==> src/rtl/dmem_loader.sv <==
// rtl/dmem_loader.sv - host byte-stream preload into data memory with readback verify
module dmem_loader #(
  parameter int ADDR_W = 8,
  parameter int DATA_W = 8
) (
  input  logic              clk,
  input  logic              rst,
  input  logic              start,
  input  logic [ADDR_W-1:0] base_addr,
  input  logic [ADDR_W:0]   length,
  input  logic              in_valid,
  input  logic [DATA_W-1:0] in_data,
  output logic              in_ready,
  output logic [ADDR_W-1:0] mem_addr,
  output logic [DATA_W-1:0] mem_wdata,
  output logic              mem_we,
  input  logic [DATA_W-1:0] mem_rdata,
  output logic              cpu_hold,
  output logic              busy,
  output logic              done,
  output logic              error,
  output logic [DATA_W-1:0] checksum
);

  // Counter needs one extra bit so a full-memory length (2^ADDR_W) is representable.
  localparam int CNT_W = ADDR_W + 1;

  typedef enum logic [1:0] {
    S_IDLE   = 2'd0,
    S_LOAD   = 2'd1,
    S_VERIFY = 2'd2,
    S_DONE   = 2'd3
  } state_t;

  state_t state;
  state_t state_nxt;

  logic [ADDR_W-1:0] base_q;
  logic [CNT_W-1:0]  len_q;
  logic [CNT_W-1:0]  cnt;
  logic [DATA_W-1:0] wsum;
  logic [DATA_W-1:0] rsum;
  logic              v_first;

  logic              hs;
  logic              last_write;
  logic              verify_read;
  logic              verify_last;
  logic [DATA_W-1:0] rsum_nxt;
  logic [CNT_W-1:0]  len_m1;

  // Handshake and end-of-phase qualifiers shared by the FSM and the datapath.
  always_comb begin
    len_m1      = len_q - CNT_W'(1);
    hs          = in_valid && in_ready;
    last_write  = hs && (cnt == len_m1);
    // The first VERIFY cycle only finishes the final write; reads start after it.
    verify_read = (state == S_VERIFY) && !v_first;
    verify_last = verify_read && (cnt == len_m1);
    rsum_nxt    = rsum + mem_rdata;
  end

  // State register.
  always_ff @(posedge clk) begin
    if (!rst) begin
      state <= S_IDLE;
    end else begin
      state <= state_nxt;
    end
  end

  // Next-state logic.
  always_comb begin
    state_nxt = state;
    case (state)
      S_IDLE: begin
        if (start) begin
          state_nxt = (length == '0) ? S_DONE : S_LOAD;
        end
      end
      S_LOAD: begin
        if (last_write) begin
          state_nxt = S_VERIFY;
        end
      end
      S_VERIFY: begin
        if (verify_last) begin
          state_nxt = S_DONE;
        end
      end
      S_DONE: begin
        state_nxt = S_IDLE;
      end
      default: begin
        state_nxt = S_IDLE;
      end
    endcase
  end

  // State-decoded outputs; ready is combinational so the host sees it the first LOAD cycle.
  always_comb begin
    in_ready = (state == S_LOAD);
    busy     = (state != S_IDLE);
    done     = (state == S_DONE);
  end

  // Memory port, counters, running sums and result flags.
  always_ff @(posedge clk) begin
    if (!rst) begin
      mem_addr  <= '0;
      mem_wdata <= '0;
      mem_we    <= 1'b0;
      cpu_hold  <= 1'b0;
      error     <= 1'b0;
      checksum  <= '0;
      base_q    <= '0;
      len_q     <= '0;
      cnt       <= '0;
      wsum      <= '0;
      rsum      <= '0;
      v_first   <= 1'b0;
    end else begin
      mem_we   <= 1'b0;
      // The CPU is held exactly while the loader owns the memory port.
      cpu_hold <= (state_nxt == S_LOAD) || (state_nxt == S_VERIFY);
      case (state)
        S_IDLE: begin
          if (start) begin
            base_q   <= base_addr;
            len_q    <= length;
            cnt      <= '0;
            wsum     <= '0;
            rsum     <= '0;
            checksum <= '0;
            error    <= 1'b0;
            v_first  <= 1'b1;
          end
        end
        S_LOAD: begin
          if (hs) begin
            // Address arithmetic is ADDR_W wide, so a region past the top wraps to 0.
            mem_addr  <= base_q + cnt[ADDR_W-1:0];
            mem_wdata <= in_data;
            mem_we    <= 1'b1;
            wsum      <= wsum + in_data;
            cnt       <= last_write ? '0 : cnt + CNT_W'(1);
          end
        end
        S_VERIFY: begin
          if (v_first) begin
            // Final write lands this cycle; point at the first byte for readback.
            v_first  <= 1'b0;
            mem_addr <= base_q;
          end else begin
            rsum     <= rsum_nxt;
            cnt      <= cnt + CNT_W'(1);
            mem_addr <= base_q + cnt[ADDR_W-1:0] + ADDR_W'(1);
            if (verify_last) begin
              checksum <= wsum;
              error    <= (rsum_nxt != wsum);
            end
          end
        end
        default: begin
        end
      endcase
    end
  end

endmodule

==> config.mk <==
export PLATFORM = sky130hd
export DESIGN_NAME = dmem_loader
export DESIGN_NICKNAME = d
export VERILOG_FILES = /design/src/rtl/dmem_loader.sv
export SDC_FILE = /design/constraint.sdc
export NUM_CORES = 1
export LEC_CHECK = 0
export ABC_CLOCK_PERIOD_IN_PS = 2800
export CAP_MARGIN = 20
export CELL_PAD_IN_SITES_DETAIL_PLACEMENT = 2
export CELL_PAD_IN_SITES_GLOBAL_PLACEMENT = 2
export CORE_MARGIN = 3
export CORE_UTILIZATION = 32
export CTS_CLUSTER_SIZE = 20
export DETAILED_ROUTE_END_ITERATION = 8
export GPL_TIMING_DRIVEN = 1
export PLACE_DENSITY_LB_ADDON = 0.3
export SLEW_MARGIN = 20
export SYNTH_ARGS = -nofsm -noshare
export SYNTH_HDL_FRONTEND = slang
export SYNTH_SLANG_ARGS = --single-unit
==> constraint.sdc <==
create_clock -name clk -period 2.8 [get_ports clk]
set_input_delay 0.56 -clock clk [delete_from_list [all_inputs] [get_ports clk]]
set_output_delay 0.56 -clock clk [all_outputs]
set_load 0.01 [all_outputs]
==> results.md, run 1 <==
- Status: finished with violations
- Failing checks: setup timing
- Post-synthesis sequential area ratio: 31.43%
- Crit path launch: mem_rdata[1]
- Sequential Power Share: 36.4%
- Port-buffer cells: 66
- Vias in the first global route: about 5200
- Ant. Diodes: 0
- Clk pwr share: a little under half
- Worst skew pair latency: roughly 0.36 ns
- FF-to-FF Start: base_q[0]
- Most common cell on crit path: a21oi_1
- H-tree lvl count: 3
- Max VDD drop: ~250 uV
- Worst Path Required: 3.08 ns
- Ys async rst share: 0%
- Yosys reg bits: 72
- Final setup violation count: 1
- Synth Warn #: 0
- Mapped Avg Cell Area: 7.906 sq um
- Post-synthesis cell area: 4586 sq um
- Largest delay share family, worst path: compound AO/OA/AOI/OAI gates
- Endpoint class of the critical path: register
- Sequential standard cell area: approximately 1400 sq um
- Crit path max fanout: 2
- PwrDens: around 490 nW/um^2
- Starting Density: between 30% and 40%
- Clk root buf: clkbuf_16
- Chip Width: about 130 um
- DRC: 0
- Row count: 43
- Area of the multi-input gates: between 3000 and 4000 sq um
- Sw frac: between 20% and 30%
- Layout cells sized above 1: between 10% and 20%
- Top_reg_cell synth: dfxtp_1
- Tightest Pin Transition: about 0.72 ns
- Max_cap viols: 0
- Synth cell types: slightly below 70
- Final net count: approximately 740
- Setup TNS Final: -0.0008282 ns
- First-pass GRT wire length: between 20000 and 30000 um
- Crit share post-route: 100.0%
- Core outline area: approximately 14000 sq um
- Final hold violations: 0
- Final Skew: 0.007524 ns
- Tot Pwr: ~0.0030 W
- Clock sink count: 72
- Final setup margin: -0.0008282 ns
- P&R area growth vs syn: 34.49%
- Antenna violations before repair: 0
- Reg-to-reg slack, setup: between 0.1 and 0.15 ns
- Internal power: about 0.0022 W
- Startpoint Class: input port
- NetSw: between 0.0008 and 0.0009 W
- Worst min path class: register to register
- Worst reg2reg path endpoint: mem_addr[7]
- TritonCTS Buffers: 9
- Max_slew headroom: 52.31%
- Die area: roughly 16000 sq um
- Io pins: 67
- Largest net degree at the start of global routing: 38
- Hold_ws: about 0.46 ns
- Hpwl dp: roughly 13000 um
- Combinational power share: a little under a fifth
- Routed WL: 18090 um
- Stages on the worst setup path: 9
- Tot GR Track Use: 22.66%
- Critical path endpoint: rsum[7]
- Drt wl/cell: about 21 um
- First DRT Iteration DRCs: around 210
- Static Leak: ~2.5 nW
- Slowest cell on the critical path: clkdlybuf4s50_1
- Cell Chain, Critical Path: clkdlybuf4s50_1, ha_1, a21o_1, a21oi_1, nor2_1, o21ai_1, xor2_1, mux2_2, a21oi_1
- Clock Pin Slew Worst Setup and Hold Paths: 0.06 ns
- Crit Path Class: input port to register
- Largest stage delay, worst path: approximately 0.47 ns
- Post-synth EDFFs: 0
- Number of vias per cell: about 5.6
- Final RePlAce weighted congestion: 0.8809
- Crit path DAT: a little over 3 ns
- Fill cells: about 1600
- CTS tree: yes
- GRT overflow: 0
- Via count: around 4800
- Antenna-violating nets left: 0
- Final-report max-slew violation count: 0
- Die Span Y: approximately 130 um
- Post-layout minimum cycle time: approximately 2.8 ns
- WP buf/inv: 1
- Syn Inst Count: between 500 and 600
- Fmax: 357.0 MHz
- Reg2Reg Depth: 10
- CTS max path bufs: 2
- Cts-stage hold buffer count: 0
- Total iterations of the first detailed-routing run: 4
- Syn Nets: 649
==> how the worst min path moves through the flow <==
stage,from,slack (ns),cells after the start,to
CTS,mem_wdata[2],0.47,2,mem_wdata[2]
detailed placement,mem_wdata[4],0.46,2,mem_wdata[4]
floorplan,len_q[8],0.45,2,len_q[8]
finish,mem_wdata[2],0.46,2,mem_wdata[2]
global placement,mem_wdata[4],0.44,2,mem_wdata[4]
global route,mem_wdata[5],0.49,2,mem_wdata[5]
==> registers in the layout (all words and copies together) (netlist names) <==
name,flops
len_q,9
wsum,8
rsum,8
mem_we,1
mem_wdata,8
mem_addr,8
error,1
base_q,8
cnt,9
v_first,1
cpu_hold,1
state,2
checksum,8
==> stage by stage <==
stage               area, sq um  setup slack [ns]  instances  util [%]
global route               6167           -0.1280        860     44.26
finish                     6167        -0.0008282        860     44.26
floorplan                  4586            0.2591        580         -
CTS                        6053           0.01618        859     43.44
global placement           5693           -0.3222        843     40.85
detailed placement         5693           -0.4395        843     40.85
==> cells in the mapped netlist (all sizes together), types with 9 or more instances <==
| cell | instances | area, sq um |
|---|---|---|
| nand2 | 103 | 386.6 |
| nand3 | 17 | 85.08 |
| a21o | 9 | 67.56 |
| o21ai | 21 | 105.1 |
| a21oi | 59 | 295.3 |
| dfxtp | 72 | 1441 |
| ha | 29 | 362.9 |
| clkbuf | 22 | 82.58 |
| inv | 17 | 63.81 |
| nor2 | 46 | 175.2 |
| a22oi | 11 | 82.58 |
| xnor2 | 25 | 219.0 |
==> worst register-to-register path, cell delays in order (launching register included) <==
cell and delay (ns):
dfxtp_1 0.33, ha_1 0.24, fa_2 0.39, a211oi_2 0.33
o21ba_2 0.21, nor4_2 0.06, buf_4 0.14, buf_4 0.12
and4_1 0.18, or4_1 0.50, nand3_1 0.09
==> repair_timing <==
item / CTS / global route
pin swaps: 4 / 11
resized for setup: 5 / 17
buffers inserted: 0 / 1
gates cloned: 0 / 0
setup endpoints to repair: 3 / 14
==> per-layer routing <==
layer  vias up  GRT usage (%)  part of all wire (%)
li1       2277              -                     -
met1      2399          26.07                    42
met2        87          42.29                    53
met3        38          3.393                   2.6
met4         0          8.163                   2.8
met5         -              0                     0
==> logic make-up after synthesis <==
kind of cell	count (synthesis)	share of synthesized area (%)
xor gates and xnor gates	33	6.603
and+or+nand+nor	234	24.75
DFF	72	31.43
buffers and inverters	43	3.520
adders and majority gates	32	9.222
muxes	5	1.119
AOI/OAI and AO/OA	161	23.36
==> cell type report <==
cell class	count	area share, %
tap	180	3.652
multi-input combinational	465	50.27
inverter	18	1.096
sequential	72	23.37
timing repair buffer	109	15.99
clock inverter	5	1.684
clock buffer	11	3.936
==> power by group through the flow <==
stage / Combinational (W) / Sequential, W / Clock [W]
finish: 0.000556 / 0.00111 / 0.00138
global route: 0.000607 / 0.00111 / 0.00145
CTS: 0.000535 / 0.00111 / 0.00140
detailed placement: 0.000521 / 0.00113 / 0
global placement: 0.000495 / 0.00113 / 0
floorplan: 0.000294 / 0.00112 / 0
==> cells in the final DEF (no fill, tap or decap), types with 4 or more instances in the layout <==
cell and n:
nand4_1 4, nor3_1 7, a21o_1 9, nand2_1 103, clkdlybuf4s50_1 65, o221ai_1 6
o21ai_0 19, nand4b_1 4, dfxtp_1 72, mux2i_1 4, ha_1 28, o2bb2ai_1 8
and2_1 8, nor2_1 44, a21oi_1 58, nand3_1 16, or2_2 4, nand2b_1 4
o211ai_1 4, a31oi_1 7, a22oi_1 11, o21bai_1 6, inv_1 17, xnor2_1 23
buf_4 43, nor2b_1 6, xor2_1 6, and3_1 7, clkbuf_16 9, or4_1 5
Note: power is estimated with default switching activity, not from simulation.
==> inputs of run 2 (changes only) <==
--- a/config.mk
+++ b/config.mk
@@ -6,14 +6,12 @@
 export NUM_CORES = 1
 export LEC_CHECK = 0
 export ABC_CLOCK_PERIOD_IN_PS = 2800
-export CAP_MARGIN = 20
 export CELL_PAD_IN_SITES_DETAIL_PLACEMENT = 2
 export CELL_PAD_IN_SITES_GLOBAL_PLACEMENT = 2
 export CORE_MARGIN = 3
 export CORE_UTILIZATION = 32
 export CTS_CLUSTER_SIZE = 20
 export DETAILED_ROUTE_END_ITERATION = 8
-export GPL_TIMING_DRIVEN = 1
 export PLACE_DENSITY_LB_ADDON = 0.3
 export SLEW_MARGIN = 20
 export SYNTH_ARGS = -nofsm -noshare
==> results of run 2 <==
Final layout, timing and power as in run 1 (identical DEF).
==> inputs of run 3 (changes only) <==
--- a/config.mk
+++ b/config.mk
@@ -5,11 +5,11 @@
 export SDC_FILE = /design/constraint.sdc
 export NUM_CORES = 1
 export LEC_CHECK = 0
-export ABC_CLOCK_PERIOD_IN_PS = 2800
+export ABC_CLOCK_PERIOD_IN_PS = 2330
 export CELL_PAD_IN_SITES_DETAIL_PLACEMENT = 2
 export CELL_PAD_IN_SITES_GLOBAL_PLACEMENT = 2
 export CORE_MARGIN = 3
-export CORE_UTILIZATION = 32
+export CORE_UTILIZATION = 29
 export CTS_CLUSTER_SIZE = 20
 export DETAILED_ROUTE_END_ITERATION = 8
 export PLACE_DENSITY_LB_ADDON = 0.3
==> constraint.sdc (replaced) <==
create_clock -name clk -period 2.33 [get_ports clk]
set_input_delay 0.466 -clock clk [delete_from_list [all_inputs] [get_ports clk]]
set_output_delay 0.466 -clock clk [all_outputs]
set_load 0.01 [all_outputs]
==> results.md, run 3 (synthesis gave the netlist of run 1 again) <==
- Status: finished with violations
- Failing checks: setup timing
- Top Registers: cnt x9, len_q x9
- Util after Layout: a little under half
- Cts-stage hold buffer count: 0
- Final setup margin: -0.1204 ns
- Vias in the first global route: about 6000
- Total iterations of the first detailed-routing run: 4
- Crit path DAT: ~2.7 ns
- Core outline area: roughly 15000 sq um
- Max_slew headroom: between 50% and 60%
- Tot GR Track Use: 24.06%
- Fill cells: 1645
- Clk root buf: clkbuf_16
- WL met2: about 12000 um
- Port-buffer cells: 66
- First-pass GRT wire length: 33160 um
- First DRT Iteration DRCs: between 200 and 250
- Cell Chain, Critical Path: buf_4, or4_1, nand3_2, o311ai_4, a2111oi_4, o2111ai_2, a21oi_2, nor3b_2
- Tot Pwr: between 0.003 and 0.004 W
- Crit path launch: cnt[3]
- Clk pwr share: between 40% and 50%
- HP Start: mem_wdata[7]
- Routed WL: between 20000 and 25000 um
- GRT overflow: 0
- Crit Path Class: register to register
- Sequential Power Share: between 30% and 40%
- CTS tree: yes
- Chip Width: roughly 130 um
- Crit path max fanout: 5
- Final-report max-slew violation count: 0
- Commonest non-fill, non-tap cell in the layout: nand2_1
- Antenna-violating nets left: 0
- Io pins: 67
- Sw frac: between 20 and 30%
- Max_cap viols: 0
- Largest net degree at the start of global routing: between 50 and 60
- Final Skew: ~0.0087 ns
- Most frequent cells in the layout: 101 x nand2_1, 91 x buf_4, 62 x dfxtp_1, 60 x clkdlybuf4s50_1, 49 x a21oi_1
- RSZ-0062 raised after global routing: yes
- Slowest cell on the critical path: or4_1
- Crit share post-route: 105.2%
- Clock sink count: about 70
- Post-layout minimum cycle time: approximately 2.5 ns
- Antenna violations before repair: 0
- Max VDD drop: between 400 and 500 uV
- Top Metal Used: met4
- Starting Density: between 20 and 30%
- Final hold violations: 0
- Worst Path Required: between 2 and 3 ns
- Place WS: -0.6452 ns
- PwrDens: 555.4 nW/um^2
- H-tree lvl count: 3
- Combinational power share: a little under a quarter
- WL met3: ~730 um
- Ant. Diodes: 0
- Fmax: around 400 MHz
- Met1 Wirelength: roughly 8400 um
- Die Span Y: around 130 um
- Die area: around 17000 sq um
- Worst skew pair latency: between 0.3 and 0.4 ns
- Final RePlAce weighted congestion: 0.8288
- FF-to-FF Start: cnt[3]
- Internal power: approximately 0.0028 W
- P&R area growth vs syn: 55.31%
- Row count: 45
- Drt wl/cell: 22.76 um
- TritonCTS Buffers: 9
- Endpoint class of the critical path: register
- Static Leak: around 2.9 nW
- Layout cells sized above 1: ~30%
- Final setup violation count: 14
- Via count: 5167
- Worst min path class: register to register
- CTS max path bufs: 2
- Startpoint Class: register
- NetSw: roughly 0.0011 W
- Largest stage delay, worst path: 0.53 ns
- Number of vias per cell: about 5.5
- Final net count: 798
- Hpwl dp: approximately 14000 um
- Tightest Pin Transition: 0.6430 ns
- Clock Pin Slew Worst Setup and Hold Paths: 0.06 ns
- DRC: 0
==> run 3: what timing repair did <==
item / 4_1_cts / 5_1_grt
hold endpoints to repair: 0 / 0
buffers inserted: 8 / 4
setup endpoints to repair: 30 / 29
gates resized for setup: 62 / 55
cloned: 0 / 0
pin swaps: 24 / 31
==> run 3: path summary, 6_finish.rpt <==
kind                        to  slack [ns]  depth (start not counted)
hold reg to reg   mem_wdata[7]        0.47                          2
hold / removal    mem_wdata[7]        0.47                          2
setup reg to reg      cpu_hold       -0.12                          8
setup / recovery      cpu_hold       -0.12                          8
==> run 3: stage by stage <==
stage	setup TNS, ns	cells	hold WS (ns)	instance area (sq um)
after global routing	-2.765	944	0.4929	7122
after global placement	-3.421	917	0.4454	6132
final	-0.5186	944	0.4651	7122
after detailed placement	-7.858	917	0.4567	6132
after CTS	-0.4727	940	0.4671	6839
after floorplan	-0.07063	580	0.4496	4652
==> run 3: final cells by class <==
cell class / instances / area, sq um / share of cell area (%)
multi-input combinational: 465 / 3547 / 49.81
sequential: 72 / 1456 / 20.45
timing repair buffer: 163 / 1434 / 20.13
tap: 211 / 264.0 / 3.707
clock buffer: 10 / 250.2 / 3.514
clock inverter: 5 / 102.6 / 1.441
inverter: 18 / 67.56 / 0.9487
==> run 3: worst max-delay path: cells and delay by family (launching register included) <==
kind            cells  cell delay [ns]
buf+inv             1             0.15
compound gates      4             1.11
flops               1             0.33
simple gates        3             0.71
==> run 3: power by group through the flow <==
stage	registers [W]	logic [W]	clock network, W
finish	0.00132	0.000918	0.00172
global route	0.00133	0.000991	0.00181
global placement	0.00134	0.000700	0
detailed placement	0.00134	0.000736	0
CTS	0.00132	0.000834	0.00173
floorplan	0.00134	0.000363	0
==> run 3: routing by layer <==
layer,vias up,global-route usage (%)
met5,-,0
met4,0,8.751
met3,51,4.847
met2,125,45.85
met1,2607,26.23
li1,2384,-
